<file path="src/rtl/cpu_sequencer.sv">
// Multi-cycle control FSM for the 10-bit CPU datapath: fetch handshake, one-time decode, strobes.
// Optional SINGLE_STEP_EN adds a Step input and a PAUSE state between instructions.
//
// state   | meaning
// IDLE    | waiting for Run
// FETCH   | IRload pulse toward MemoryPart
// WAIT_IR | waiting for IRValid, bounded by IR_TIMEOUT
// DECODE  | iq decoded, Q sampled for conditional jumps
// READ    | register read strobes
// EXEC    | ALU_CYCLES quiet cycles
// WRITE   | write/flag/output strobes and PCload
// PAUSE   | single-step hold (SINGLE_STEP_EN only)
// HALT    | sticky after a zero instruction
// FAULT   | sticky after fetch timeout
module cpu_sequencer #(
    parameter int INSTRUCTION_LEN = 10,
    parameter int ALU_CYCLES      = 2,
    parameter int IR_TIMEOUT      = 15
) (
    input  logic                       Clock,
    input  logic                       Reset,
    input  logic                       Run,
    input  logic [INSTRUCTION_LEN-1:0] IR,
    input  logic                       IRValid,
    input  logic                       Q,
`ifdef SINGLE_STEP_EN
    input  logic                       Step,
`endif
    output logic                       IRload,
    output logic                       PCload,
    output logic                       Jmux,
    output logic                       RAE,
    output logic                       RBE,
    output logic [1:0]                 RAA,
    output logic [1:0]                 RBA,
    output logic [1:0]                 WA,
    output logic                       WE,
    output logic                       IE,
    output logic                       OE,
    output logic                       ZE,
    output logic [2:0]                 OP,
    output logic                       Busy,
    output logic                       Halted,
    output logic                       Fault
);

    typedef enum logic [3:0] {
        S_IDLE, S_FETCH, S_WAIT_IR, S_DECODE, S_READ, S_EXEC, S_WRITE, S_HALT, S_FAULT
`ifdef SINGLE_STEP_EN
        , S_PAUSE
`endif
    } state_t;

    typedef struct packed {
        logic       rae;
        logic       rbe;
        logic       we;
        logic       ze;
        logic       oe;
        logic       ie;
        logic       jmux;
        logic [1:0] raa;
        logic [1:0] rba;
        logic [1:0] wa;
        logic [2:0] op;
    } fld_t;

    localparam logic [7:0] EXEC_LAST = 8'(ALU_CYCLES - 1);
    localparam logic [7:0] WAIT_LAST = 8'(IR_TIMEOUT - 1);

    state_t                     state_q, state_d;
    logic [7:0]                 cnt_q, cnt_d;
    logic [INSTRUCTION_LEN-1:0] iq_q, iq_d;
    fld_t                       fld_q, fld_d, dec;
    logic                       in_instr;

    logic       irload_q, irload_d, pcload_q, pcload_d, jmux_q, jmux_d;
    logic       rae_q, rae_d, rbe_q, rbe_d, we_q, we_d, ie_q, ie_d;
    logic       oe_q, oe_d, ze_q, ze_d, busy_q, busy_d, halted_q, halted_d;
    logic       fault_q, fault_d;
    logic [1:0] raa_q, raa_d, rba_q, rba_d, wa_q, wa_d;
    logic [2:0] op_q, op_d;

    // state register plus registered outputs; reset clears every strobe at once
    always_ff @(posedge Clock or posedge Reset) begin
        if (Reset) begin
            state_q  <= S_IDLE;
            cnt_q    <= '0;
            iq_q     <= '0;
            fld_q    <= '0;
            irload_q <= 1'b0;
            pcload_q <= 1'b0;
            jmux_q   <= 1'b1;
            rae_q    <= 1'b0;
            rbe_q    <= 1'b0;
            raa_q    <= '0;
            rba_q    <= '0;
            wa_q     <= '0;
            we_q     <= 1'b0;
            ie_q     <= 1'b0;
            oe_q     <= 1'b0;
            ze_q     <= 1'b0;
            op_q     <= '0;
            busy_q   <= 1'b0;
            halted_q <= 1'b0;
            fault_q  <= 1'b0;
        end else begin
            state_q  <= state_d;
            cnt_q    <= cnt_d;
            iq_q     <= iq_d;
            fld_q    <= fld_d;
            irload_q <= irload_d;
            pcload_q <= pcload_d;
            jmux_q   <= jmux_d;
            rae_q    <= rae_d;
            rbe_q    <= rbe_d;
            raa_q    <= raa_d;
            rba_q    <= rba_d;
            wa_q     <= wa_d;
            we_q     <= we_d;
            ie_q     <= ie_d;
            oe_q     <= oe_d;
            ze_q     <= ze_d;
            op_q     <= op_d;
            busy_q   <= busy_d;
            halted_q <= halted_d;
            fault_q  <= fault_d;
        end
    end

    always_comb begin
        state_d = state_q;
        cnt_d   = cnt_q;
        iq_d    = iq_q;
        case (state_q)
            S_IDLE:    if (Run) state_d = S_FETCH;
            S_FETCH: begin
                state_d = S_WAIT_IR;
                cnt_d   = '0;
            end
            S_WAIT_IR: begin
                if (IRValid) begin
                    iq_d    = IR;
                    state_d = S_DECODE;
                end else if (cnt_q == WAIT_LAST) begin
                    state_d = S_FAULT;
                end else begin
                    cnt_d = cnt_q + 8'd1;
                end
            end
            S_DECODE:  state_d = (iq_q == '0) ? S_HALT : S_READ;
            S_READ: begin
                state_d = S_EXEC;
                cnt_d   = EXEC_LAST;
            end
            S_EXEC: begin
                if (cnt_q == 8'd0) state_d = S_WRITE;
                else               cnt_d   = cnt_q - 8'd1;
            end
`ifdef SINGLE_STEP_EN
            S_WRITE:   state_d = Run ? S_PAUSE : S_IDLE;
            S_PAUSE: begin
                if (!Run)      state_d = S_IDLE;
                else if (Step) state_d = S_FETCH;
            end
`else
            S_WRITE:   state_d = Run ? S_FETCH : S_IDLE;
`endif
            S_HALT:    state_d = S_HALT;
            S_FAULT:   state_d = S_FAULT;
            default:   state_d = S_IDLE;
        endcase
    end

    // instruction decode; unlisted classes leave every strobe off and Jmux at PC+1
    always_comb begin
        dec      = '0;
        dec.jmux = 1'b1;
        dec.op   = iq_q[8:6];
        if (iq_q[9]) begin
            dec.wa = iq_q[8:7];
            dec.ie = 1'b1;
            dec.we = 1'b1;
        end else if (iq_q[8]) begin
            dec.raa = iq_q[3:2];
            dec.rba = iq_q[1:0];
            dec.rae = 1'b1;
            dec.rbe = 1'b1;
            dec.wa  = iq_q[5:4];
            dec.we  = 1'b1;
            dec.ze  = 1'b1;
        end else if (iq_q[7]) begin
            dec.raa = iq_q[5:4];
            dec.rae = 1'b1;
            dec.wa  = iq_q[5:4];
            dec.we  = 1'b1;
            dec.ze  = 1'b1;
        end else begin
            case (iq_q[6:4])
                3'b111: begin
                    dec.raa = iq_q[3:2];
                    dec.rba = iq_q[1:0];
                    dec.rae = 1'b1;
                    dec.rbe = 1'b1;
                    dec.ze  = 1'b1;
                end
                3'b001, 3'b011: begin
                    dec.raa = iq_q[1:0];
                    dec.rae = 1'b1;
                    dec.wa  = iq_q[3:2];
                    dec.we  = 1'b1;
                    dec.ze  = iq_q[5];
                end
                3'b010: begin
                    if (iq_q[3:2] == 2'b00) begin
                        dec.wa = iq_q[1:0];
                        dec.ie = 1'b1;
                        dec.we = 1'b1;
                    end else if (iq_q[3:2] == 2'b01) begin
                        dec.raa = iq_q[1:0];
                        dec.rae = 1'b1;
                        dec.oe  = 1'b1;
                    end
                end
                3'b100:  dec.jmux = 1'b0;
                3'b101:  dec.jmux = Q;
                3'b110:  dec.jmux = ~Q;
                default: dec.jmux = 1'b1;
            endcase
        end
    end

    // outputs are computed from the next state so every port comes straight off a flop
    always_comb begin
        fld_d    = (state_q == S_DECODE) ? dec : fld_q;
        in_instr = (state_d == S_READ) || (state_d == S_EXEC) || (state_d == S_WRITE);
        irload_d = (state_d == S_FETCH);
        pcload_d = (state_d == S_WRITE);
        rae_d    = (state_d == S_READ) & fld_d.rae;
        rbe_d    = (state_d == S_READ) & fld_d.rbe;
        we_d     = (state_d == S_WRITE) & fld_d.we;
        ze_d     = (state_d == S_WRITE) & fld_d.ze;
        oe_d     = (state_d == S_WRITE) & fld_d.oe;
        ie_d     = in_instr & fld_d.ie;
        jmux_d   = in_instr ? fld_d.jmux : 1'b1;
        raa_d    = fld_d.raa;
        rba_d    = fld_d.rba;
        wa_d     = fld_d.wa;
        op_d     = fld_d.op;
        busy_d   = !((state_d == S_IDLE) || (state_d == S_HALT) || (state_d == S_FAULT));
        halted_d = (state_d == S_HALT);
        fault_d  = (state_d == S_FAULT);
    end

    assign IRload = irload_q;
    assign PCload = pcload_q;
    assign Jmux   = jmux_q;
    assign RAE    = rae_q;
    assign RBE    = rbe_q;
    assign RAA    = raa_q;
    assign RBA    = rba_q;
    assign WA     = wa_q;
    assign WE     = we_q;
    assign IE     = ie_q;
    assign OE     = oe_q;
    assign ZE     = ze_q;
    assign OP     = op_q;
    assign Busy   = busy_q;
    assign Halted = halted_q;
    assign Fault  = fault_q;

endmodule

</file>
<file path="config.mk">
export PLATFORM = sky130hd
export DESIGN_NAME = cpu_sequencer
export DESIGN_NICKNAME = d
export VERILOG_FILES = /design/src/rtl/cpu_sequencer.sv
export SDC_FILE = /design/constraint.sdc
export NUM_CORES = 1
export LEC_CHECK = 0
export ABC_AREA = 1
export BUFFER_PORTS_ARGS = -buffer_cell sky130_fd_sc_hd__buf_2
export CAP_MARGIN = 20
export CORE_ASPECT_RATIO = 2
export CORE_MARGIN = 3
export CORE_UTILIZATION = 25
export CTS_CLUSTER_SIZE = 30
export DETAILED_ROUTE_END_ITERATION = 8
export GPL_ROUTABILITY_DRIVEN = 0
export PLACE_DENSITY_LB_ADDON = 0.08
export SLEW_MARGIN = 20
export SYNTH_ARGS = -nofsm -noshare
export SYNTH_HDL_FRONTEND = slang
export SYNTH_SLANG_ARGS = --single-unit
</file>
<file path="constraint.sdc">
create_clock -name Clock -period 5.25 [get_ports Clock]
set_clock_uncertainty 0.1 [all_clocks]
set_input_delay 0.2625 -clock Clock [delete_from_list [all_inputs] [get_ports Clock]]
set_output_delay 0.2625 -clock Clock [all_outputs]
set_load 0.005 [all_outputs]
</file>
==> metrics.txt <==
status=completed; multi-input logic area=1214 um2; Fmax=0.4604 GHz; Cells after DPL=488; Final nets=383; critical path type=flip-flop to flip-flop; vias in the first global route=2446; clock latency on the worst-skew pair=290 ps; DP Worst Slack=3043 ps; Max Slew Vio Count=0; CP bufs+invs=3; Initial Utilization=0.2588; n_diodes=0; static leakage=roughly 1.6 nW; CP peak stage delay=410 ps; Min-Delay Path Class=primary input to flip-flop; grt total ovfl=0; arrival time at the worst endpoint=2290 ps; die area=11990 um2; Post-Syn Nets=~350; final setup fails=0; Pre-Repair DR Iteration Count=4; synth top area cells=dfrtp_1 44%, nand2_1 11%, o21ai_0 4.5%; CTS root buf=clkbuf_16; clk slew on worst S/H paths=approximately 70 ps; critical path's top delay family=compound AO/OA/AOI/OAI gates; Row Count=52; Avg WL per Cell=approximately 15 um; worst-margin pin slew=around 630 ps; Antenna Nets Post-Route=0; Area after DPL=slightly below 3000 um2; sequential element share of the synthesized area=0.4520; layout cells sized above 1=0.2182; vias per inst=4.453; Layout area overhead=15.57%; Required @ worst endpoint=5370 ps; pin count of the biggest net entering global routing=49; RSZ-0062 raised after global routing=false; post-route setup TNS=0 ps; Die H=around 150 um; I/O pin total=36; Non-Filler Instances=~500; IO buf count=35; element type at the critical path end=flip-flop; fill cell count=1174; first-pass GRT wire length=12240 um; CTS H-tree lvls=2; drc violations=0; top cell type's share of synthesized area=0.4421; Synth area leader=dfrtp_1; FF+latch area=1202 um2; initial antenna violation count=0; Hold Fails Final Rpt=0; CTS tree=done; core area=between 10000 and 15000 um2; commonest cells after routing, fill and taps aside=77 x nand2_1, 47 x dfrtp_1, 35 x buf_2; post-route cell area=3074 um2; Mapped Area=2660 um2; Vias=2213; Routed WL=about 7400 um; CP Cell Sequence=inv_2 -> nand2_2 -> inv_2 -> nand2_4 -> inv_4 -> ha_1 -> a21oi_1 -> o21a_1 -> nand2_1 -> nand2_1 -> nand3_1 -> o21ai_2; Synth Register Bits=48; most common cell after layout, fill and taps aside=nand2_1; clock sinks=48; total number of yosys warnings=0; max cap viols=0; final setup margin=around 3000 ps; mean post-synth cell area=8.061 um2; Detailed Route Iter0 Violations=86; Peak VDD IR=~180 uV; CP Max Fanout=11; Die W=78.94 um; crit path launch type=flip-flop; number of distinct library cells after synthesis=39; fin crit period=between 2000 and 2500 ps; Pwr per Cell Area=586.1 nW/um2; total CTS buffers=5; Max clock buf depth=2; Worst path slowest cell=dfrtp_1; Slew HR=0.5824; final worst path period share=0.4137; overall routing resource usage=0.1330; Post-DP HPWL=5778 um; post-synthesis cell count=330
## cell type report
type / count / share of cell area
Inverter: 42 / 0.05413
Timing Repair Buffer: 36 / 0.06024
Clock inverter: 1 / 0.001628
Clock buffer: 7 / 0.04314
Multi-Input combinational cell: 228 / 0.3948
Sequential cell: 48 / 0.3911
Tap cell: 135 / 0.05495
## sequential cells by signal (all words and copies together), names as in the netlist, 2 cells and up
register and flops:
WA 2, RBA 2, fld_q 5, OP 3, cnt_q 8, iq_q 10
state_q 4, RAA 2
## timing repair
item | CTS | global route
hold buffers | 1 | 0
buffers inserted | 0 | 0
gates resized for setup | 0 | 0
endpoints found under the hold margin | 12 | 0
## cell families after synthesis
group / share of synthesized area
AOI/OAI and AO/OA: 0.1185
and+or+nand+nor: 0.2888
DFF: 0.4520
buffers and inverters: 0.09172
xor gates and xnor gates: 0.01317
adders and majority gates: 0.03575
## power by group
part / internal, W / switching, W
registers: 0.000504 / 0.000112
logic: 0.000282 / 0.000587
clock network: 0.000177 / 0.000139
total: 0.000963 / 0.000839
## cell usage after synthesis (all sizes together)
master	instances
buf	10
inv	40
clkbuf	2
fa	1
or2	3
dfrtp	47
xnor2	2
nor4	1
o22ai	6
and2	1
dfstp	1
nand2	88
nand4	6
a21oi	20
a41oi	1
clkinv	2
xor2	2
ha	6
o21ai	29
nand3b	1
o21a	1
nor3	3
o32ai	1
nor2	34
nand3	22
## metrics by stage
| stage | utilization | hold slack, ps | total power, W |
|---|---|---|---|
| after detailed placement | 0.2847 | 304.6 | 0.001510 |
| after global placement | 0.2844 | 357.1 | 0.001513 |
| after floorplan | - | 283.5 | 0.001267 |
| after global routing | 0.2991 | 100.2 | 0.001976 |
| after CTS | 0.2991 | 75.36 | 0.001837 |
| final | 0.2991 | 83.87 | 0.001802 |
## per-layer routing
layer  global-route usage  vias up  routed length, um
met3              0.01777       12                185
met5                    0        -                  0
li1                     -     1124                  -
met1               0.1240     1037               2434
met4              0.05574        0                187
met2               0.2722       40               4604
## path summary, 6_finish.rpt
path	startpoint	end	slack, ps	cells after the start
max	state_q[3]	cnt_q[7]	3080	12
min	IR[7]	iq_q[7]	80	3
max reg2reg	state_q[3]	cnt_q[7]	3080	12
min reg2reg	OP[0]	OP[0]	370	2
max in group asynchronous	Reset	cnt_q[3]	4110	3
min in group asynchronous	Reset	Fault	510	3
## worst min-delay path: stages
cell     delay, ps
buf_2           70
nand2_1         40
o21ai_0         60
Power figures use the tool's default switching activity.
